`config.mk`:
```
export PLATFORM = sky130hd
export DESIGN_NAME = cdb_arbiter_buffered_flat
export DESIGN_NICKNAME = d
export VERILOG_FILES = /design/src/rtl/cdb_arbiter_buffered_pkg.sv /design/src/rtl/cdb_arbiter_buffered_if.sv /design/src/rtl/cdb_arbiter_buffered_fifo.sv /design/src/rtl/cdb_arbiter_buffered.sv /design/src/flat_wrapper.sv
export SDC_FILE = /design/constraint.sdc
export NUM_CORES = 1
export LEC_CHECK = 0
export CAP_MARGIN = 20
export CORE_AREA = 2 2 203 205
export DETAILED_ROUTE_END_ITERATION = 7
export DIE_AREA = 0 0 205 207
export PLACE_DENSITY_LB_ADDON = 0.15
export SETUP_SLACK_MARGIN = 0.3
export SLEW_MARGIN = 25
export SYNTH_ARGS = -nofsm -noshare
export SYNTH_HDL_FRONTEND = slang
export SYNTH_SLANG_ARGS = --single-unit
```
`constraint.sdc`:
```
create_clock -name clk -period 17.75 [get_ports clk]
set_clock_uncertainty 0.05 [all_clocks]
set_input_delay 2.6625 -clock clk [delete_from_list [all_inputs] [get_ports clk]]
set_output_delay 2.6625 -clock clk [all_outputs]
set_load 0.03 [all_outputs]
```
`src/rtl/cdb_arbiter_buffered_pkg.sv`:
```
// Shared types for the buffered common-data-bus arbiter.
package cdb_arbiter_buffered_pkg;

  localparam int CDB_TAG_W  = 5;
  localparam int CDB_DATA_W = 32;

  // Result broadcast on the CDB: producing ROB tag plus the computed value.
  typedef struct packed {
    logic [CDB_TAG_W-1:0]  tag;
    logic [CDB_DATA_W-1:0] value;
  } cdb_t;

  typedef enum logic {
    PRIO_FIXED = 1'b0,
    PRIO_RR    = 1'b1
  } prio_mode_e;

  // Position of the offset-th unit in a scan that starts at 'start' and wraps.
  function automatic int scan_index(input int start, input int offset, input int n);
    return (start + offset) % n;
  endfunction

endpackage

```
`src/rtl/cdb_arbiter_buffered_if.sv`:
```
// Execution-unit and CDB signal bundle between the units and the arbiter.
interface cdb_arbiter_buffered_if #(
  parameter int NUM_EXEC_UNITS = 4,
  parameter int NUM_CDB_PORTS  = 2
);
  import cdb_arbiter_buffered_pkg::*;

  logic [NUM_EXEC_UNITS-1:0] exec_valid;
  cdb_t                      exec_data [NUM_EXEC_UNITS];
  logic [NUM_EXEC_UNITS-1:0] exec_ready;
  logic [NUM_CDB_PORTS-1:0]  cdb_valid;
  cdb_t                      cdb_out [NUM_CDB_PORTS];

  // Execution units / CDB consumers side.
  modport master (
    output exec_valid, exec_data,
    input  exec_ready, cdb_valid, cdb_out
  );

  // Arbiter side.
  modport slave (
    input  exec_valid, exec_data,
    output exec_ready, cdb_valid, cdb_out
  );

endinterface

```
`src/rtl/cdb_arbiter_buffered_fifo.sv`:
```
// Per-unit holding FIFO; head is visible combinationally so it can be
// granted the cycle after it was written.
module cdb_fifo
  import cdb_arbiter_buffered_pkg::*;
#(
  parameter int DEPTH = 2
) (
  input  logic                         clk,
  input  logic                         rst_n,
  input  logic                         flush,
  input  logic                         push,
  input  cdb_t                         push_data,
  input  logic                         pop,
  output cdb_t                         head,
  output logic                         empty,
  output logic [$clog2(DEPTH+1)-1:0]   count
);
  localparam int PTR_W = (DEPTH > 1) ? $clog2(DEPTH) : 1;
  localparam int CNT_W = $clog2(DEPTH + 1);

  cdb_t             r_mem [DEPTH];
  logic [PTR_W-1:0] r_wr_ptr;
  logic [PTR_W-1:0] r_rd_ptr;
  logic [CNT_W-1:0] r_count;
  logic             w_do_push;
  logic             w_do_pop;

  // Pointers wrap at DEPTH, which need not be a power of two.
  function automatic logic [PTR_W-1:0] ptr_inc(input logic [PTR_W-1:0] p);
    return (int'(p) == DEPTH - 1) ? '0 : p + 1'b1;
  endfunction

  assign w_do_push = push && (r_count != CNT_W'(DEPTH)) && !flush;
  assign w_do_pop  = pop && (r_count != '0) && !flush;

  assign head  = r_mem[r_rd_ptr];
  assign empty = (r_count == '0);
  assign count = r_count;

  // Payload storage; contents are don't-care while the entry is not counted.
  always_ff @(posedge clk) begin
    if (w_do_push) begin
      r_mem[r_wr_ptr] <= push_data;
    end
  end

  // Pointer and occupancy bookkeeping; flush discards everything at once.
  always_ff @(posedge clk or negedge rst_n) begin
    if (!rst_n) begin
      r_wr_ptr <= '0;
      r_rd_ptr <= '0;
      r_count  <= '0;
    end else if (flush) begin
      r_wr_ptr <= '0;
      r_rd_ptr <= '0;
      r_count  <= '0;
    end else begin
      if (w_do_push) r_wr_ptr <= ptr_inc(r_wr_ptr);
      if (w_do_pop)  r_rd_ptr <= ptr_inc(r_rd_ptr);
      if (w_do_push && !w_do_pop)      r_count <= r_count + 1'b1;
      else if (w_do_pop && !w_do_push) r_count <= r_count - 1'b1;
    end
  end

endmodule

```
`src/rtl/cdb_arbiter_buffered.sv`:
```
// N-way CDB arbiter: buffers each unit's results and grants up to
// NUM_CDB_PORTS heads per cycle, starved units first.
module cdb_arbiter_buffered
  import cdb_arbiter_buffered_pkg::*;
#(
  parameter int         NUM_CDB_PORTS  = 2,
  parameter int         NUM_EXEC_UNITS = 4,
  parameter int         BUF_DEPTH      = 2,
  parameter int         STARVE_LIMIT   = 4,
  parameter prio_mode_e PRIO_MODE      = PRIO_FIXED
) (
  input  logic                  clk,
  input  logic                  rst_n,
  input  logic                  flush,
  cdb_arbiter_buffered_if.slave bus
);
  localparam int PTR_W = (NUM_EXEC_UNITS > 1) ? $clog2(NUM_EXEC_UNITS) : 1;
  localparam int CNT_W = $clog2(BUF_DEPTH + 1);
  localparam int AGE_W = $clog2(STARVE_LIMIT + 1);
  localparam logic [AGE_W-1:0] AGE_MAX  = AGE_W'(STARVE_LIMIT);
  localparam logic [CNT_W-1:0] CNT_FULL = CNT_W'(BUF_DEPTH);

  logic [PTR_W-1:0]          r_rr_ptr;
  logic [PTR_W-1:0]          w_rr_next;
  logic [PTR_W-1:0]          w_rr_last;
  logic                      w_rr_hit;
  logic [AGE_W-1:0]          r_age [NUM_EXEC_UNITS];
  cdb_t                      w_head [NUM_EXEC_UNITS];
  logic [CNT_W-1:0]          w_count [NUM_EXEC_UNITS];
  logic [NUM_EXEC_UNITS-1:0] w_empty;
  logic [NUM_EXEC_UNITS-1:0] w_ready;
  logic [NUM_EXEC_UNITS-1:0] w_push;
  logic [NUM_EXEC_UNITS-1:0] w_grant;
  logic [NUM_CDB_PORTS-1:0]  w_cdb_valid;
  cdb_t                      w_cdb_out [NUM_CDB_PORTS];

  for (genvar gi = 0; gi < NUM_EXEC_UNITS; gi++) begin : g_unit
    // Ready looks only at the registered count, so a full FIFO never
    // accepts even when it is popping in the same cycle.
    assign w_ready[gi] = (w_count[gi] < CNT_FULL) && !flush && rst_n;
    assign w_push[gi]  = bus.exec_valid[gi] && w_ready[gi];

    cdb_fifo #(.DEPTH(BUF_DEPTH)) u_fifo (
      .clk       (clk),
      .rst_n     (rst_n),
      .flush     (flush),
      .push      (w_push[gi]),
      .push_data (bus.exec_data[gi]),
      .pop       (w_grant[gi]),
      .head      (w_head[gi]),
      .empty     (w_empty[gi]),
      .count     (w_count[gi])
    );
  end

  // Grant selection: urgent units first in index order, then fill remaining
  // ports in scan order; each grant takes the next free CDB port.
  always_comb begin
    int n_granted;
    int pos;
    w_grant     = '0;
    w_rr_hit    = 1'b0;
    w_rr_last   = '0;
    w_cdb_valid = '0;
    for (int p = 0; p < NUM_CDB_PORTS; p++) w_cdb_out[p] = '0;
    n_granted = 0;
    pos       = 0;
    if (!flush) begin
      for (int i = 0; i < NUM_EXEC_UNITS; i++) begin
        if (!w_empty[i] && (r_age[i] == AGE_MAX) && (n_granted < NUM_CDB_PORTS)) begin
          w_grant[i] = 1'b1;
          for (int p = 0; p < NUM_CDB_PORTS; p++) begin
            if (p == n_granted) begin
              w_cdb_valid[p] = 1'b1;
              w_cdb_out[p]   = w_head[i];
            end
          end
          n_granted++;
        end
      end
      for (int k = 0; k < NUM_EXEC_UNITS; k++) begin
        pos = (PRIO_MODE == PRIO_RR) ? scan_index(int'(r_rr_ptr), k, NUM_EXEC_UNITS) : k;
        for (int i = 0; i < NUM_EXEC_UNITS; i++) begin
          if ((i == pos) && !w_empty[i] && !w_grant[i] && (n_granted < NUM_CDB_PORTS)) begin
            w_grant[i] = 1'b1;
            w_rr_hit   = 1'b1;
            w_rr_last  = PTR_W'(i);
            for (int p = 0; p < NUM_CDB_PORTS; p++) begin
              if (p == n_granted) begin
                w_cdb_valid[p] = 1'b1;
                w_cdb_out[p]   = w_head[i];
              end
            end
            n_granted++;
          end
        end
      end
    end
  end

  assign w_rr_next = (int'(w_rr_last) == NUM_EXEC_UNITS - 1) ? '0 : w_rr_last + 1'b1;

  // Round-robin pointer moves past the last unit granted by the scan.
  always_ff @(posedge clk or negedge rst_n) begin
    if (!rst_n) begin
      r_rr_ptr <= '0;
    end else if (flush) begin
      r_rr_ptr <= '0;
    end else if ((PRIO_MODE == PRIO_RR) && w_rr_hit) begin
      r_rr_ptr <= w_rr_next;
    end
  end

  // Starvation ages: count denied cycles while holding data, saturating.
  always_ff @(posedge clk or negedge rst_n) begin
    if (!rst_n) begin
      for (int i = 0; i < NUM_EXEC_UNITS; i++) r_age[i] <= '0;
    end else begin
      for (int i = 0; i < NUM_EXEC_UNITS; i++) begin
        if (flush || w_empty[i] || w_grant[i]) begin
          r_age[i] <= '0;
        end else if (r_age[i] != AGE_MAX) begin
          r_age[i] <= r_age[i] + 1'b1;
        end
      end
    end
  end

  assign bus.exec_ready = w_ready;
  assign bus.cdb_valid  = w_cdb_valid;
  assign bus.cdb_out    = w_cdb_out;

endmodule

```
`src/flat_wrapper.sv`:
```
// flat-port wrapper written by rule: the top's interface ports become plain ports
module cdb_arbiter_buffered_flat import cdb_arbiter_buffered_pkg::*;
#(
  parameter int         NUM_CDB_PORTS  = 2,
  parameter int         NUM_EXEC_UNITS = 4,
  parameter int         BUF_DEPTH      = 2,
  parameter int         STARVE_LIMIT   = 4,
  parameter prio_mode_e PRIO_MODE      = PRIO_FIXED
)
  (clk, rst_n, flush, bus_exec_valid, bus_exec_data, bus_exec_ready, bus_cdb_valid, bus_cdb_out);
  cdb_arbiter_buffered_if #(.NUM_EXEC_UNITS(NUM_EXEC_UNITS), .NUM_CDB_PORTS(NUM_CDB_PORTS)) bus_i ();
  input  logic clk;
  input  logic rst_n;
  input  logic flush;
  input wire logic [$bits(bus_i.exec_valid)-1:0] bus_exec_valid;
  input wire logic [$bits(bus_i.exec_data)-1:0] bus_exec_data;
  output wire logic [$bits(bus_i.exec_ready)-1:0] bus_exec_ready;
  output wire logic [$bits(bus_i.cdb_valid)-1:0] bus_cdb_valid;
  output wire logic [$bits(bus_i.cdb_out)-1:0] bus_cdb_out;
  assign bus_i.exec_valid = bus_exec_valid;
  assign bus_i.exec_data = {>>{bus_exec_data}};
  assign bus_exec_ready = bus_i.exec_ready;
  assign bus_cdb_valid = bus_i.cdb_valid;
  assign bus_cdb_out = {>>{bus_i.cdb_out}};
  cdb_arbiter_buffered #(.NUM_CDB_PORTS(NUM_CDB_PORTS), .NUM_EXEC_UNITS(NUM_EXEC_UNITS), .BUF_DEPTH(BUF_DEPTH), .STARVE_LIMIT(STARVE_LIMIT), .PRIO_MODE(PRIO_MODE)) u_core (.clk(clk), .rst_n(rst_n), .flush(flush), .bus(bus_i));
endmodule
```
# == Word-level counts from Yosys, hierarchy flattened ==
# Memory sizes are Yosys's and may differ from the RTL's.
# Index checks and enable logic that the tools add are counted.
# W data, S select, Z words.
# totals
register_bits,28
mem_bits_ro,0
elab_cells,309
mem_bits_rw,296
n_memories,4
latch_bits,0
# memory_table
memory,words,word_bits,read_ports,rd_clocked_by_memory_dff,write_ports,line,source
u_core.g_unit[0].u_fifo.r_mem,2,37,1,0,1,cdb_arbiter_buffered_fifo.sv:21,cdb_t r_mem [DEPTH];
u_core.g_unit[1].u_fifo.r_mem,2,37,1,0,1,cdb_arbiter_buffered_fifo.sv:21,
u_core.g_unit[2].u_fifo.r_mem,2,37,1,0,1,cdb_arbiter_buffered_fifo.sv:21,
u_core.g_unit[3].u_fifo.r_mem,2,37,1,0,1,cdb_arbiter_buffered_fifo.sv:21,
# classes
div,0
n_reduce_logical,107
muxes,126
magnitude_cmp,11
bitwise,0
shifts,0
multipliers,0
n_addsub,26
eq_ne,19
# ops
op,count
$mux W74,9
$mux W37,15
$mux W32,13
$eq A2 B32 Y1 const A,7
$logic_not A32 Y1,7
$lt A32 B3 Y1 const B,7
$add A32 B2 Y32 const B,6
$mux W1,59
$logic_and A1 B1 Y1,51
$mux W2,21
$reduce_bool A2 Y1,16
$mux W3,8
$logic_not A1 Y1,17
$add A3 B1 Y3 const B,4
$eq A3 B3 Y1 const B,4
$ne A3 B3 Y1 const B,4
$reduce_bool A3 Y1,4
$add A1 B1 Y1 const B,8
$add A2 B1 Y2 const B,4
$logic_not A2 Y1,4
$logic_or A1 B1 Y1,8
$lt A2 B2 Y1 const B,4
$ne A2 B2 Y1 const B,4
$sub A2 B1 Y2 const B,4
$mux W4,1

# == Logic depth before layout (Yosys ltp) ==
# depth
depth_word,39
ltp_mapped,27
depth_no_buf,24

# == Hierarchy ==
# Synthesis repeated with hierarchy kept, for this count alone.
# hier_totals
hier_cells,1516
area_unflattened_um2,17764.5
# by_module_without_submodules
module,area_per_inst_um2,seq_area_each_um2,cells_each,n_inst
cdb_fifo (u_core.g_unit[1].u_fifo ...),2881.5,2322.2,140,3
cdb_arbiter_buffered,6222.2,300.3,955,1
cdb_fifo (u_core.g_unit[0].u_fifo),2897.8,2322.2,141,1

# == Least setup slack after synthesis ==
# No wires, ideal clock.
# synth_timing
path_type,register -> output
startpoint,register u_core.r_age[9] in the netlist's numbering
endpoint,output port bus_cdb_out[10]
path_stages_with_launch,24
slack_ps,9606
arrival_time_ps,5431
cell_sequence,dfrtp_1 inv_1 ha_1 o211a_1 buf_6 clkinv_2 ha_1 xnor2_1 inv_1 ha_1 nor2_1 nor2_4 ha_1 nor2_1 a21oi_2 ha_1 nor2b_1 o221a_2 and3_1 xnor3_1 buf_2 buf_1 nor2_1 a311oi_1
# synth_between
elab_chain_cells,32
elab_cells_between_ends,75
cone_classes,6 x add/sub; 7 x order compare; 8 x eq/ne; 38 x mux; 16 x reduce/logical
# synth_rtl
element,line,source
start: declaration,cdb_arbiter_buffered.sv:27,logic [AGE_W-1:0] r_age [NUM_EXEC_UNITS];
start signal: indexed assignment,cdb_arbiter_buffered.sv:123,r_age[i] <= r_age[i] + 1'b1;
$eq A3 B3 Y1 (*),cdb_arbiter_buffered.sv:70,if (!w_empty[i] && (r_age[i] == AGE_MAX) && (n_granted < NUM_CDB_PORTS)) begin
$logic_and A1 B1 Y1 (*),cdb_arbiter_buffered.sv:70,
$mux W1,cdb_arbiter_buffered.sv:70,
$mux W32,cdb_arbiter_buffered.sv:68,if (!flush) begin
$lt A32 B3 Y1,cdb_arbiter_buffered.sv:70,
$logic_and A1 B1 Y1,cdb_arbiter_buffered.sv:70,
$mux W32,cdb_arbiter_buffered.sv:70,
$mux W32,cdb_arbiter_buffered.sv:68,
(+16 left out),-,
$lt A32 B3 Y1,-,
$logic_and A1 B1 Y1,cdb_arbiter_buffered.sv:84,if ((i == pos) && !w_empty[i] && !w_grant[i] && (n_granted < NUM_CDB_PORTS)) begin
$mux W32,cdb_arbiter_buffered.sv:84,
$mux W32,cdb_arbiter_buffered.sv:68,
$lt A32 B3 Y1 or $eq A2 B32 Y1 (tied branches),-,
$logic_and A1 B1 Y1 or $mux W37 (tied branches),"cdb_arbiter_buffered.sv:84, cdb_arbiter_buffered.sv:89",
$mux W74 (*),cdb_arbiter_buffered.sv:84,
$mux W74 (*),cdb_arbiter_buffered.sv:68,
end: declaration,flat_wrapper.sv:19,output wire logic [$bits(bus_i.cdb_out)-1:0] bus_cdb_out;
# Every way passes the cells marked *; elsewhere a longest branch is shown, timed or not. The select of a mux whose other input is x is not followed.

# == Final worst setup path ==
# layout_timing
startpoint,register u_core.r_age[9] in the netlist's numbering
endpoint,output port bus_cdb_out[1]
# Same word-level chain as after synthesis.

==> summary.txt <==
Outcome
  – Outcome: complete, no violations

Drt
  – First-pass detailed-route iteration total: 5
  – M1 WL: 23900 um
  – WL met3: 4930 um
  – DR vias/cell: 6.46
  – Final ANT Viol Nets: 0
  – Via Count: 14100
  – Uppermost layer routed: met5
  – Iteration-0 DRC Markers: 1447
  – DR DRC count: 0
  – Met2 Routed Length: 28000 um
  – DRT Wirelength: 59500 um
  – WL per Instance: 27.1 um

CTS
  – Num Clock Sinks: 324
  – Worst-case clock buffer depth: 3
  – Clock Latency Late Sink: 0.55 ns
  – # hold bufs at CTS: 0
  – Clock Tree Root: clkbuf_16
  – Cts repair resizes: 0
  – Post-CTS setup buffers: 0
  – Clock buffer count from CTS: 39
  – Clock tree from TritonCTS: built
  – CTS H-tree depth: 2
  – Clock slew at reported path FFs: 0.06 ns

Setup path
  – Critical path type: reg2out
  – Worst path required time: 15.04 ns
  – Crit path capture type: output pin
  – Worst EP arrival: 8.73 ns
  – Startpoint types: flip-flop
  – Crit Path Max Fanout: 43

Final layout
  – Filler cells: 3419
  – Cell area after layout: 22000 um2
  – Fin util: 54.4%
  – Layout cells sized above 1: 18.2%
  – Nets: 1801
  – Finished Layout Cells: 2190
  – Layout overhead on the synthesized area: 22.5%

Run
  – Max-cap viol count: 0

Synthesis
  – Mapped Area: 17900 um2
  – Synth area leaders: edfxtp_1 50%, o211ai_1 7.8%, mux2_2 7.0%
  – Cell variety after synth: 65
  – Number of synthesized flops with an enable pin: 296
  – Top_reg_cell synth: edfxtp_1
  – Cell with the most instances after synthesis: edfxtp_1
  – Yosys top cell by area: edfxtp_1
  – Most instantiated cells after synthesis: 296 x edfxtp_1, 187 x o211ai_1, 136 x nand2_1
  – Syn Inst Count: 1458
  – Yosys warns: 0
  – Synth Register Bits: 324
  – Asr flop ratio synth: 8.64%
  – Syn Area/Cell: 12.3 um2
  – Sequential area share after synthesis: 53.5%
  – Syn Nets: 1633
  – Post-synth top area share: 49.6%

Worst hold path
  – Hold Path Class: reg2reg

Pwr
  – Switching share of total power: 37.2%
  – Psw: 0.986 mW
  – Worst VDD drop: 85.9 uV
  – Final Power: 2.65 mW
  – Comb pwr share: 38.3%
  – Clock group share of total power: 28.8%
  – Sequential group share of total power: 32.9%
  – Leakage power: 7.21 nW
  – Internal power: 1.67 mW
  – PD cells: 121 nW/um2

GRT
  – Tot GR Track Use: 27.7%
  – First-pass GRT wire length: 88700 um
  – Antenna violations before repair: 4
  – Grt ovf: 0
  – Largest net degree at the start of global routing: 76
  – Vias in the first global route: 14000

Floorplan
  – # IOs: 235
  – Die Y: 207 um
  – Total core area: 40400 um2
  – Die area: 42400 um2
  – Initial Utilization: 44.4%
  – # rows: 74
  – Die X: 205 um

Timing
  – Max_slew headroom: 26.4%
  – Max frequency: 87.4 MHz
  – Post-layout min period: 11.45 ns
  – Setup repair after global routing missed its margin: no
  – Worst slew pin tran: 1.10 ns
  – Final hold violations: 0
  – Final hold slack: 0.429 ns
  – Max-slew violations: 0
  – Setup tns final: 0 ns
  – # setup viols final: 0
  – Final setup margin: 6.30 ns
  – Period utilisation layout: 64.5%

Placed design
  – I/O Buffers: 234
  – Final HPWL DP: 37300 um
  – GP Congestion: 0.842
  – Placed inst area: 20700 um2
  – DP Worst Slack: 7.03 ns
  – Cell Count Post-Placement: 2117
==> final cells by class <==
class	count	area, um2	share of cell area [%]
Clock buffer	50	1050	4.78
Antenna cell	3	7.51	0.0342
Clock inverter	20	169	0.769
Multi-Input combinational cell	975	7770	35.4
Timing Repair Buffer	266	2630	12.0
Sequential cell	324	9600	43.7
Tap cell	532	666	3.03
Inverter	20	76.3	0.348
==> state kept, by name, indices dropped and copies added, names as in the netlist <==
register	count
u_core.g_unit.u_fifo.count	8
u_core.r_age	12
u_core.g_unit.u_fifo.r_wr_ptr	4
u_core.g_unit.u_fifo.r_mem	296
u_core.g_unit.u_fifo.r_rd_ptr	4
==> power by group through the flow <==
| stage | combinational [mW] | sequential, mW | clock, mW |
|---|---|---|---|
| floorplan | 0.659 | 0.884 | 0 |
| global placement | 1.00 | 0.888 | 0 |
| detailed placement | 1.01 | 0.889 | 0 |
| CTS | 1.01 | 0.873 | 0.778 |
| global route | 1.07 | 0.876 | 0.806 |
| finish | 1.02 | 0.873 | 0.763 |
==> worst max-delay path, stage by stage (launching register included) <==
cell and delay, ns:
dfrtp_1 0.38, inv_1 0.08, ha_1 0.24, o211a_2 0.23, buf_4 0.54, a21oi_2 0.23
xnor2_1 0.27, inv_1 0.10, ha_1 0.33, nor2_1 0.36, nor2_4 0.13, ha_1 0.33
nor2b_1 0.13, o21ai_0 0.16, nor4_4 0.44, xnor2_1 0.21, ha_1 0.32, a21oi_1 0.04
o221a_2 0.28, nor4_4 0.20, buf_4 0.45, buf_4 0.61, nand2b_4 0.52, a311oi_1 0.70
clkdlybuf4s50_1 0.80
==> cells by family after synthesis <==
group                    Yosys count  share of synthesized area [%]
buffers and inverters            159                           3.80
flip-flops                       324                           53.5
adder cells (fa/ha/maj)           21                           1.47
AND/OR/NAND/NOR                  325                           8.65
XOR/XNOR                          20                           1.05
AO/OA/AOI/OAI                    460                           22.4
multiplexers                     149                           9.09
==> layout by cell type, fill, tap and decap left out, types with 37 or more instances in the layout <==
cell type and instances:
clkdlybuf4s50_1 233, mux2i_1 38, mux2_2 111, nand2_1 131
a21o_1 37, edfxtp_1 296, o211ai_1 187, clkbuf_16 40
a221oi_1 42, nor2b_1 39, nor2_1 68, a221o_1 37
==> layer usage <==
metal | GRT usage, % | up-vias
met2 | 44.7 | 768
met4 | 11.8 | 4
li1 | - | 6192
met3 | 4.83 | 136
met1 | 36.8 | 7044
met5 | 0 | -
==> path summary, 6_finish.rpt <==
| path | startpoint | to | cells past startpoint | slack [ns] |
|---|---|---|---|---|
| worst min-delay path | u_core.r_age[6] | u_core.r_age[6] | 1 | 0.43 |
| worst min register to register | u_core.r_age[6] | u_core.r_age[6] | 1 | 0.43 |
| worst max-delay path | u_core.r_age[9] | bus_cdb_out[1] | 24 | 6.30 |
| max in group asynchronous | rst_n | u_core.g_unit[0].u_fifo.r_rd_ptr | 2 | 14.86 |
| worst max register to register | u_core.r_age[9] | u_core.g_unit[3].u_fifo.count[0] | 22 | 11.95 |
| min in group asynchronous | rst_n | u_core.g_unit[2].u_fifo.count[0] | 2 | 2.46 |
Power figures use the tool's default switching activity.
